$ cat src/rtl/ps2_key_decoder.sv
// PS/2 keyboard receiver: synchronizer, clock glitch filter, frame FSM and scan-code decoder.
// Optional build macro PS2_PARITY_CHECK_EN enables odd-parity rejection of received frames.
module ps2_key_decoder #(
    parameter int FILTER_LEN = 8,
    parameter int TIMEOUT    = 60000
) (
    input  logic        clk_sys,
    input  logic        Reset_I,
    input  logic        ps2_clk,
    input  logic        ps2_data,
    output logic [10:0] ps2_key,
    output logic        frame_err
);

    localparam int FW = (FILTER_LEN > 1) ? $clog2(FILTER_LEN + 1) : 1;
    localparam int TW = (TIMEOUT > 1) ? $clog2(TIMEOUT + 1) : 1;
    localparam logic [FW-1:0] FILT_MAX = FW'(FILTER_LEN - 1);
    localparam logic [TW-1:0] TOUT_MAX = TW'(TIMEOUT - 1);

    typedef enum logic [1:0] {
        ST_IDLE   = 2'd0,
        ST_DATA   = 2'd1,
        ST_PARITY = 2'd2,
        ST_STOP   = 2'd3
    } state_t;

    // Odd parity over data plus parity bit holds when the total count of ones is odd.
    function automatic logic odd_parity_ok(input logic [7:0] data, input logic par);
        return ^{data, par};
    endfunction

    logic            clk_meta_r;
    logic            clk_sync_r;
    logic            data_meta_r;
    logic            data_sync_r;
    logic            filt_clk_r;
    logic [FW-1:0]   filt_cnt_r;
    logic            fall_r;
    logic            sample_r;

    state_t          state_r;
    state_t          state_s;
    logic [2:0]      bit_cnt_r;
    logic [2:0]      bit_cnt_s;
    logic [7:0]      shift_r;
    logic [7:0]      shift_s;
    logic [TW-1:0]   tout_r;
    logic [TW-1:0]   tout_s;
    logic            frame_err_r;
    logic            err_s;
    logic            byte_valid_r;
    logic            valid_s;
    logic            parity_bad_s;

    logic            ext_r;
    logic            ext_s;
    logic            rel_r;
    logic            rel_s;
    logic [10:0]     key_r;
    logic [10:0]     key_s;
    logic            emit_s;

`ifdef PS2_PARITY_CHECK_EN
    logic            parity_r;
    logic            parity_s;
`endif

    // Two-flop synchronizers for both PS/2 lines; idle bus level is high.
    always_ff @(posedge clk_sys or negedge Reset_I) begin
        if (!Reset_I) begin
            clk_meta_r  <= 1'b1;
            clk_sync_r  <= 1'b1;
            data_meta_r <= 1'b1;
            data_sync_r <= 1'b1;
        end else begin
            clk_meta_r  <= ps2_clk;
            clk_sync_r  <= clk_meta_r;
            data_meta_r <= ps2_data;
            data_sync_r <= data_meta_r;
        end
    end

    // Clock filter: accept a new level after FILTER_LEN consecutive disagreeing samples,
    // and capture the data line together with an accepted falling edge.
    always_ff @(posedge clk_sys or negedge Reset_I) begin
        if (!Reset_I) begin
            filt_clk_r <= 1'b1;
            filt_cnt_r <= '0;
            fall_r     <= 1'b0;
            sample_r   <= 1'b0;
        end else begin
            fall_r <= 1'b0;
            if (clk_sync_r != filt_clk_r) begin
                if (filt_cnt_r == FILT_MAX) begin
                    filt_clk_r <= clk_sync_r;
                    filt_cnt_r <= '0;
                    fall_r     <= ~clk_sync_r;
                    sample_r   <= data_sync_r;
                end else begin
                    filt_cnt_r <= filt_cnt_r + FW'(1);
                end
            end else begin
                filt_cnt_r <= '0;
            end
        end
    end

`ifdef PS2_PARITY_CHECK_EN
    assign parity_bad_s = ~odd_parity_ok(shift_r, parity_r);
`else
    assign parity_bad_s = 1'b0;
`endif

    // Frame FSM next-state logic, including the inactivity abort.
    always_comb begin
        state_s   = state_r;
        bit_cnt_s = bit_cnt_r;
        shift_s   = shift_r;
        err_s     = 1'b0;
        valid_s   = 1'b0;
`ifdef PS2_PARITY_CHECK_EN
        parity_s  = parity_r;
`endif
        if (state_r == ST_IDLE) begin
            tout_s = '0;
        end else if (fall_r) begin
            tout_s = '0;
        end else begin
            tout_s = tout_r + TW'(1);
        end

        case (state_r)
            ST_IDLE: begin
                if (fall_r) begin
                    if (!sample_r) begin
                        state_s   = ST_DATA;
                        bit_cnt_s = 3'd0;
                    end else begin
                        err_s = 1'b1;
                    end
                end else begin
                    state_s = ST_IDLE;
                end
            end
            ST_DATA: begin
                if (fall_r) begin
                    shift_s = {sample_r, shift_r[7:1]};
                    if (bit_cnt_r == 3'd7) begin
                        state_s = ST_PARITY;
                    end else begin
                        bit_cnt_s = bit_cnt_r + 3'd1;
                    end
                end else begin
                    state_s = ST_DATA;
                end
            end
            ST_PARITY: begin
                if (fall_r) begin
`ifdef PS2_PARITY_CHECK_EN
                    parity_s = sample_r;
`endif
                    state_s = ST_STOP;
                end else begin
                    state_s = ST_PARITY;
                end
            end
            ST_STOP: begin
                if (fall_r) begin
                    state_s   = ST_IDLE;
                    bit_cnt_s = 3'd0;
                    if (sample_r && !parity_bad_s) begin
                        valid_s = 1'b1;
                    end else begin
                        err_s = 1'b1;
                    end
                end else begin
                    state_s = ST_STOP;
                end
            end
            default: begin
                state_s   = ST_IDLE;
                bit_cnt_s = 3'd0;
            end
        endcase

        if ((state_r != ST_IDLE) && !fall_r && (tout_r == TOUT_MAX)) begin
            state_s   = ST_IDLE;
            bit_cnt_s = 3'd0;
            tout_s    = '0;
            err_s     = 1'b1;
            valid_s   = 1'b0;
        end else begin
            valid_s = valid_s;
        end
    end

    // Frame FSM state register; byte_valid and frame_err are single-cycle pulses.
    always_ff @(posedge clk_sys or negedge Reset_I) begin
        if (!Reset_I) begin
            state_r      <= ST_IDLE;
            bit_cnt_r    <= 3'd0;
            shift_r      <= 8'h00;
            tout_r       <= '0;
            frame_err_r  <= 1'b0;
            byte_valid_r <= 1'b0;
        end else begin
            state_r      <= state_s;
            bit_cnt_r    <= bit_cnt_s;
            shift_r      <= shift_s;
            tout_r       <= tout_s;
            frame_err_r  <= err_s;
            byte_valid_r <= valid_s;
        end
    end

`ifdef PS2_PARITY_CHECK_EN
    // Received parity bit, checked when the stop bit arrives.
    always_ff @(posedge clk_sys or negedge Reset_I) begin
        if (!Reset_I) begin
            parity_r <= 1'b0;
        end else begin
            parity_r <= parity_s;
        end
    end
`endif

    // Scan-code decoder: prefixes set flags, other bytes emit one key event.
    always_comb begin
        ext_s  = ext_r;
        rel_s  = rel_r;
        key_s  = key_r;
        emit_s = 1'b0;
        if (frame_err_r) begin
            ext_s = 1'b0;
            rel_s = 1'b0;
        end else if (byte_valid_r) begin
            case (shift_r)
                8'hE0: ext_s = 1'b1;
                8'hF0: rel_s = 1'b1;
                8'hE1: emit_s = 1'b0;
                8'hFA, 8'hAA, 8'hEE, 8'hFE: emit_s = ext_r | rel_r;
                default: emit_s = 1'b1;
            endcase
        end else begin
            emit_s = 1'b0;
        end

        if (emit_s) begin
            key_s = {~key_r[10], ~rel_r, ext_r, shift_r};
            ext_s = 1'b0;
            rel_s = 1'b0;
        end else begin
            key_s = key_r;
        end
    end

    // Decoder flags and the held key event word.
    always_ff @(posedge clk_sys or negedge Reset_I) begin
        if (!Reset_I) begin
            ext_r <= 1'b0;
            rel_r <= 1'b0;
            key_r <= 11'h000;
        end else begin
            ext_r <= ext_s;
            rel_r <= rel_s;
            key_r <= key_s;
        end
    end

    assign ps2_key   = key_r;
    assign frame_err = frame_err_r;

endmodule

$ cat config.mk
export PLATFORM = sky130hd
export DESIGN_NAME = ps2_key_decoder
export DESIGN_NICKNAME = d
export VERILOG_FILES = /design/src/rtl/ps2_key_decoder.sv
export SDC_FILE = /design/constraint.sdc
export NUM_CORES = 1
export LEC_CHECK = 0
export CAP_MARGIN = 10
export CORE_MARGIN = 2
export CORE_UTILIZATION = 50
export CTS_CLUSTER_SIZE = 12
export DETAILED_ROUTE_END_ITERATION = 6
export HOLD_SLACK_MARGIN = 0.02
export MAX_ROUTING_LAYER = met4
export PLACE_DENSITY = 0.66
export SYNTH_ARGS = -nofsm -noshare
export SYNTH_HDL_FRONTEND = slang
export SYNTH_SLANG_ARGS = --single-unit
$ cat constraint.sdc
create_clock -name clk_sys -period 3.7 [get_ports clk_sys]
set_clock_uncertainty 0.1 [all_clocks]
set_input_delay 0.74 -clock clk_sys [delete_from_list [all_inputs] [get_ports clk_sys]]
set_output_delay 0.74 -clock clk_sys [all_outputs]
set_load 0.005 [all_outputs]
# After elaboration in Yosys (flattened, before gate mapping)
# Cells that the tools add are included.
# Widths: inputs -> output; s select.
totals:
  ff_bits: 55
  latch_bits: 0
  ram_bits: 0
  rom_bits: 0
  input_bits: 4
  output_inout_bits: 12
  elab_cells: 103
  mem_count: 0
op_classes:
  add_sub_neg: 3
  n_mul: 0
  div_mod_pow: 0
  magnitude_cmp: 0
  eq_ne: 21
  shifts: 0
  mux: 41
  bitwise: 4
  reduce_logical: 17
ops:
  columns: ["operator", "n"]
  rows:
  - ["$eq 8x8->1 const B", 7]
  - ["$mux 16", 3]
  - ["$mux 1", 20]
  - ["$mux 3", 6]
  - ["$add 16x1->16 const B", 1]
  - ["$eq 16x16->1 const B", 1]
  - ["$mux 2", 6]
  - ["$reduce_and 2->1", 5]
  - ["$ne 3x3->1 const B", 3]
  - ["$pmux 3 s3", 1]
  - ["$reduce_bool 3->1", 3]
  - ["$mux 4", 2]
  - ["$pmux 2 s4", 1]
  - ["$ne 3x2->1 const B", 2]
  - ["$reduce_and 6->1", 1]
  - ["$add 4x1->4 const B", 1]
  - ["$eq 2x2->1 const B", 2]
  - ["$eq 4x3->1 const B", 1]
  - ["$ne 4x3->1 const B", 1]
  - ["$ne 4x4->1 const B", 1]
  - ["$pmux 1 s2", 2]
  - ["$reduce_bool 4->1", 1]
  - ["$reduce_or 4->1", 1]
  - ["$add 3x1->3 const B", 1]
  - ["other kinds (10)", 13]

# Logic depth before layout (Yosys ltp)
# Gate-level depths: netlist (run 1).
depth:
  depth_word: 7
  ltp_mapped: 7
  mapped_depth_nobuf: 6

# Least setup slack after synthesis (run 1)
# No wires, ideal clock.
synth_path:
  path_type: "register to register"
  from: "register tout_r[0]"
  to: "register state_r[1]"
  setup_ps: 121
  arrival_time_ps: 1622
  required_ps: 3479
  path_slack_ps: 1857
  stages_incl_launch_ff: 6
  n_path_buf: 0
  period_less_slack_ps: 1843
  path_cell_list: "dfrtp_1 > ha_1 > nand4_2 > or4_4 > or2_1 > a22o_1"
synth_via:
  elab_chain_cells: 4
  elab_cells_between_ends: 6
  cone_classes: "eq/ne: 3; mux: 1; reduce/logical: 2"
synth_lines:
  columns: ["element", "line_no", "rtl"]
  rows:
  - ["start, declared", "47", "logic [TW-1:0] tout_r;"]
  - ["start signal, assigned", "210", "tout_r <= tout_s;"]
  - ["$eq 16x16->1 (*)", "186", "if ((state_r != ST_IDLE) && !fall_r && (tout_r == TOUT_MAX)) begin"]
  - ["$logic_and 1x1->1 (*)", "186", null]
  - ["$ne 4x4->1 (no source line) / $ne 4x3->1 (equally long branches)", null, null]
  - ["$reduce_and 2->1 (no source line)", null, null]
  - ["end signal, assigned", "207", "state_r <= state_s;"]
  - ["end, declared", "41", "state_t state_r;"]
# Mark *: on every way between the ends. The rest lies on a longest branch, timed or not.
# A chain may end at the register's enable or synchronous reset.

# Worst setup path after layout (run 1)
layout_path:
  from: "register shift_r[4]"
  to: "register key_r[8], in the netlist ps2_key[8]"
layout_via:
  elab_chain_cells: 5
  elab_cells_between_ends: 12
  cone_classes: "eq/ne: 7; mux: 3; reduce/logical: 2"
layout_lines:
  columns: ["element", "line_no", "rtl"]
  rows:
  - ["start, declared", "45", "logic [7:0] shift_r;"]
  - ["start signal, assigned", "209", "shift_r <= shift_s;"]
  - ["$eq 8x8->1", "237", "case (shift_r)"]
  - ["$reduce_or 4->1 / $reduce_or 3->1 (equally long branches)", null, null]
  - ["$pmux 1 s2 (*)", "237", null]
  - ["$mux 1 (*)", "236", "end else if (byte_valid_r) begin"]
  - ["$mux 1 (*)", "233", "if (frame_err_r) begin"]
  - ["end signal, assigned", "266", "key_r <= key_s;"]
  - ["end, declared", "59", "logic [10:0] key_r;"]
# Marks and branches as above.

==> results.json, run 1 <==
{
  "async_flop_share_pct": 100,
  "wl_per_cell_um": 14.8,
  "ys.flop_type": "dfrtp_1",
  "grt_max_degree": 33,
  "cts_setup_buffers": 0,
  "yosysSeqAreaShare_pct": 55.3,
  "synth_cells": 211,
  "dieArea_sq_um": 5580,
  "n_antenna_cell": 0,
  "p_int_uw": 830,
  "syn_to_final_growth_pct": 12.9,
  "gr-total-overflow": 0,
  "sequentialPowerShare_pct": 60.3,
  "die_y_um": 74.7,
  "syn_avg_cell_area_sq_um": 11.9,
  "place_area_sq_um": 2720,
  "wl_um": 4410,
  "pwr-share-comb_pct": 6.5,
  "cpPeakStageDelay_ns": 0.54,
  "hpwl_um": 3250,
  "pwr-share-clk_pct": 33.2,
  "required_ns": 3.79,
  "tightest_slew_ns": 0.687,
  "drtIter0Drc": 118,
  "clockBufferDepth": 2,
  "ys_types": 42,
  "run_status": "completed",
  "drt-pass1-iter-count": 4,
  "htreeDepth": 2,
  "ir_drop_mv": 0.281,
  "via_count": 1665,
  "path_cells": "o21a_1 > o211ai_1 > nand4b_1 > mux2_2",
  "cts.sinks": 55,
  "die_w_um": 74.7,
  "crit_fanout": 11,
  "power.switching_uw": 246,
  "place_congestion": 0.796,
  "rsz0062_at_grt": "false",
  "p_leak_uw": 0.00123,
  "cp_top_family": "simple AND/OR/NAND/NOR gates",
  "critPathLaunchType": "flip-flop",
  "placed_cells": 291,
  "holdBufCountCts": 0,
  "syn_nets": 223,
  "cts_tree": "yes",
  "finalHoldViolCount": 0,
  "period_minus_slack_ns": 2.14,
  "final_cells": 299,
  "coreArea_sq_um": 4790,
  "insertion_delay_ns": 0.30,
  "drv_cap": 0,
  "setup_viol": 0,
  "io_buffer_count": 15,
  "drtAntennaViolNets": 0,
  "grtUsageTotal_pct": 19.1,
  "arrival_ns": 2.23,
  "synthTopCellsByArea": "dfrtp_1 50%, mux2_2 8.1%, dfstp_2 5.3%, xnor2_1 4.6%, ha_1 4.0%",
  "num_io_pins": 16,
  "clockRootBuffer": "clkbuf_8",
  "hold_ws_ns": 0.261,
  "yosys.area.top_type_share_pct": 50.0,
  "grt_antenna_before_repair": 0,
  "clock.fmax_mhz": 467,
  "hp-class": "flip-flop to flip-flop",
  "path_class": "flip-flop to flip-flop",
  "clk_pin_slew_ns": 0.09,
  "synth_edf_count": 0,
  "grt_pass1_wl_um": 7810,
  "routed_via_density": 5.57,
  "drc_errors": 0,
  "power_density_nw_per_um2": 381,
  "utilization_pct": 59.0,
  "cts_inserted_buffers": 5,
  "yosys.area.top_type": "dfrtp_1",
  "post-route-period-util_pct": 57.9,
  "post_cts_resized": 0,
  "critPathBufInv": 0,
  "start_util_pct": 52.3,
  "end_kind": "flip-flop",
  "cp_slowest_cell": "nand4b_1",
  "grt_pass1_vias": 1694,
  "ys_ff_latch": 55,
  "netSwitchingFraction_pct": 22.8,
  "drive_gt1_share_pct": 16.8,
  "final-max-slew-violation-count": 0,
  "nets": 243,
  "syn_area_sq_um": 2500,
  "stdcell_area_sq_um": 2820,
  "tns_ns": 0,
  "maxSlewHeadroom_pct": 54.2,
  "yosys_warnings": 0,
  "placementRows": 25
}
worst reg2reg max path: stages (launching register included):
cell      delay [ns]
dfrtp_1         0.46
o21a_1          0.20
o211ai_1        0.24
nand4b_1        0.54
mux2_2          0.48
cells by family after synthesis:
logic type / Yosys count / share of synthesized area [%]
AO/OA/AOI/OAI: 20 / 6.10
flip-flops: 55 / 55.3
adder cells (fa/ha/maj): 8 / 4.00
AND/OR/NAND/NOR: 78 / 16.8
XOR/XNOR: 17 / 5.95
buffers and inverters: 10 / 1.80
multiplexers: 23 / 10.1
sequential cells by signal (all words and copies together), names as in the netlist:
| register | count |
|---|---|
| fall_r | 1 |
| filt_cnt_r | 4 |
| shift_r | 8 |
| clk_meta_r | 1 |
| clk_sync_r | 1 |
| ext_r | 1 |
| sample_r | 1 |
| bit_cnt_r | 3 |
| ps2_key | 11 |
| state_r | 2 |
| filt_clk_r | 1 |
| frame_err | 1 |
| byte_valid_r | 1 |
| tout_r | 16 |
| data_sync_r | 1 |
| data_meta_r | 1 |
| rel_r | 1 |
cell usage after synthesis (all sizes together) (4+ instances only):
cell	instances
mux2	18
nor3	6
nand3	9
xor2	4
a21oi	6
ha	8
nor2	25
nand4	7
dfstp	5
dfrtp	50
mux2i	5
nand2	10
xnor2	13
nor4	4
inv	7
layer usage:
metal  track usage [%]  up-vias  share of wire, %
met5                 -        -                 0
met1              23.8      848                46
met3              4.02        8               2.6
met4              6.55        0               1.6
li1                  -      787                 -
met2              31.3       22                50
cells in the final DEF (no fill, tap or decap), drive strengths merged, types with 6 or more instances in the layout:
cell type	count
nor2	25
dfrtp	50
nand4	7
mux2	18
nand2	10
xnor2	13
a21oi	6
ha	8
clkdlybuf4s50	14
nand3	9
clkbuf	7
nor3	6
inv	7
power by group through the flow:
| stage | Sequential, uW | Combinational [uW] | Clock (uW) |
|---|---|---|---|
| 6_report | 649 | 69.9 | 358 |
| 5_1_grt | 652 | 83.0 | 396 |
| 4_1_cts | 649 | 72.3 | 368 |
| 3_5_place_dp | 660 | 71.7 | 0 |
| 3_3_place_gp | 658 | 65.7 | 0 |
| 2_1_floorplan | 655 | 46.8 | 0 |
final cells by class:
| class | count | area (sq um) |
|---|---|---|
| timing repair buffer | 16 | 153 |
| sequential | 55 | 1380 |
| clock buffer | 7 | 96.3 |
| clock inverter | 1 | 7.51 |
| fill | 419 | 1960 |
| inverter | 7 | 26.3 |
| tap | 67 | 83.8 |
| multi-input combinational | 146 | 1070 |
path summary, 6_finish.rpt:
path                              from          end  slack [ns]  cells past startpoint
min reg2reg                data_meta_r  data_sync_r        0.26                      0
min in group asynchronous      Reset_I   ps2_key[1]        0.37                      1
max in group asynchronous      Reset_I  data_meta_r        2.31                      2
max reg2reg                 shift_r[4]   ps2_key[8]        1.56                      4
max                         shift_r[4]   ps2_key[8]        1.56                      4
min                        data_meta_r  data_sync_r        0.26                      0
metrics by stage:
stage | total power, uW | setup WS [ns]
4_1_cts | 1090 | 1.53
5_1_grt | 1130 | 1.35
6_report | 1080 | 1.56
2_1_floorplan | 701 | 1.86
3_5_place_dp | 732 | 1.56
3_3_place_gp | 723 | 1.66
(Power assumes the default switching activity.)
==> run 2, diff against run 1 <==
==> constraint.sdc (replaced) <==
create_clock -name clk_sys -period 2.21 [get_ports clk_sys]
set_clock_uncertainty 0.1 [all_clocks]
set_input_delay 0.442 -clock clk_sys [delete_from_list [all_inputs] [get_ports clk_sys]]
set_output_delay 0.442 -clock clk_sys [all_outputs]
set_load 0.005 [all_outputs]
==> run 2 against run 1 <==
  * Cell count increased by 0.33%
  * Sequential share of layout area decreased by 0.34 points
  * Largest power group unchanged
  * Worst setup slack got worse by 1.4 ns
  * Fmax increased by 5.4%
  * Total power increased by 64%
  * Via count decreased by 3.1%
  * Non-clock buffer count increased by 1
  * Final area increased by 0.71%
==> results.json, run 2 (synthesis results as in run 1) <==
{
  "io_buffer_count": 15,
  "placementRows": 25,
  "cts_inserted_buffers": 5,
  "place_congestion": 0.933,
  "rsz0062_at_grt": "false",
  "required_ns": 2.28,
  "syn_to_final_growth_pct": 13.7,
  "final_cell_mix": "50 x dfrtp_1, 25 x nor2_1, 18 x mux2_2",
  "hpwl_um": 3120,
  "drt-pass1-iter-count": 4,
  "critPathLaunchType": "flip-flop",
  "crit_fanout": 15,
  "post-route-period-util_pct": 91.9,
  "cp.depth": 5,
  "dieArea_sq_um": 5580,
  "htreeDepth": 2,
  "placed_cells": 292,
  "tightest_slew_ns": 0.555,
  "grt_pass1_vias": 1654,
  "path_class": "flip-flop to flip-flop",
  "num_io_pins": 16,
  "clockRootBuffer": "clkbuf_8",
  "coreArea_sq_um": 4790,
  "r2r-start": "tout_r[0]",
  "hp-class": "input port to async pin",
  "routed_via_density": 5.38,
  "mostFrequentLayoutCell": "dfrtp_1",
  "n_antenna_cell": 0,
  "end_kind": "flip-flop",
  "finalHoldViolCount": 0,
  "drtAntennaViolNets": 0,
  "critPathBufInv": 0,
  "maxSlewHeadroom_pct": 63.0,
  "grt_max_degree": 33,
  "period_minus_slack_ns": 2.03,
  "drive_gt1_share_pct": 16.7,
  "p_leak_uw": 0.00124,
  "cpPeakStageDelay_ns": 0.48,
  "nets": 244,
  "drv_cap": 0,
  "grt_pass1_wl_um": 7610,
  "start_util_pct": 52.3,
  "path_cells": "ha_1 > nand4_2 > or4_4 > o21ai_4 > nor2_1",
  "clk_pin_slew_ns": 0.10,
  "cp_slowest_cell": "or4_4",
  "setup_viol": 0,
  "cp_top_family": "simple AND/OR/NAND/NOR gates",
  "post_cts_resized": 0,
  "drtIter0Drc": 108,
  "ir_drop_mv": 0.419,
  "run_status": "completed",
  "clockBufferDepth": 2,
  "grt_antenna_before_repair": 0,
  "cts_tree": "yes",
  "grtUsageTotal_pct": 18.5,
  "die_w_um": 74.7,
  "largest_reg_flops": 16,
  "via_count": 1614,
  "cts_setup_buffers": 0,
  "die_y_um": 74.7,
  "wl_um": 4360,
  "power_density_nw_per_um2": 619,
  "reg2reg_depth": 5,
  "gr-total-overflow": 0,
  "clock.fmax_mhz": 492,
  "final-max-slew-violation-count": 0,
  "holdBufCountCts": 0,
  "final_cells": 300,
  "drc_errors": 0,
  "tns_ns": 0,
  "largest-register": "tout_r",
  "insertion_delay_ns": 0.30,
  "totalPowerFinal_uw": 1760,
  "wl_per_cell_um": 14.5,
  "cts.sinks": 55,
  "startpoint": "tout_r[0]",
  "arrival_ns": 2.10
}
==> run 2: final timing paths <==
path	to	slack, ns
max in group asynchronous	clk_sync_r	1.36
max reg2reg	tout_r[13]	0.18
min reg2reg	data_sync_r	0.26
min in group clk_sys	data_sync_r	0.26
max	tout_r[13]	0.18
min	ps2_key[8]	0.02
==> run 2: per-layer routing <==
layer  track usage (%)  vias up  wire length [um]
met5                 -        -                 0
met4              4.76        0                38
met3              4.42        4               134
met2              29.6       25              2130
met1              24.0      798              2050
li1                  -      787                 -
==> run 2: power by group <==
group | switching [uW] | internal [uW]
Sequential | 33.3 | 1050
Clock | 300 | 253
Combinational | 65.9 | 54.3
==> run 2: cell type report <==
class / count / area (sq um)
clock inverter: 1 / 5.00
timing repair buffer: 17 / 185
tap: 67 / 83.8
sequential: 55 / 1380
clock buffer: 7 / 86.3
multi-input combinational: 146 / 1070
inverter: 7 / 26.3
fill: 389 / 1940
==> run 2: through the flow <==
step	setup WS, ns	utilization [%]	hold WS [ns]	cell area [sq um]
after floorplan	0.367	-	0.0464	2500
after global placement	0.235	57.5	0.248	2750
after detailed placement	0.220	57.5	0.251	2750
after CTS	0.205	59.4	0.0321	2840
after global routing	0.0130	59.4	0.0440	2840
final	0.179	59.4	0.0170	2840
==> run 2: worst register-to-register path: cells and delay by family (launching register included) <==
kind                     cells  cell delay, ns
adder cells (fa/ha/maj)      1            0.26
flip-flops                   1            0.42
AO/OA/AOI/OAI                1            0.37
AND/OR/NAND/NOR              3            0.75
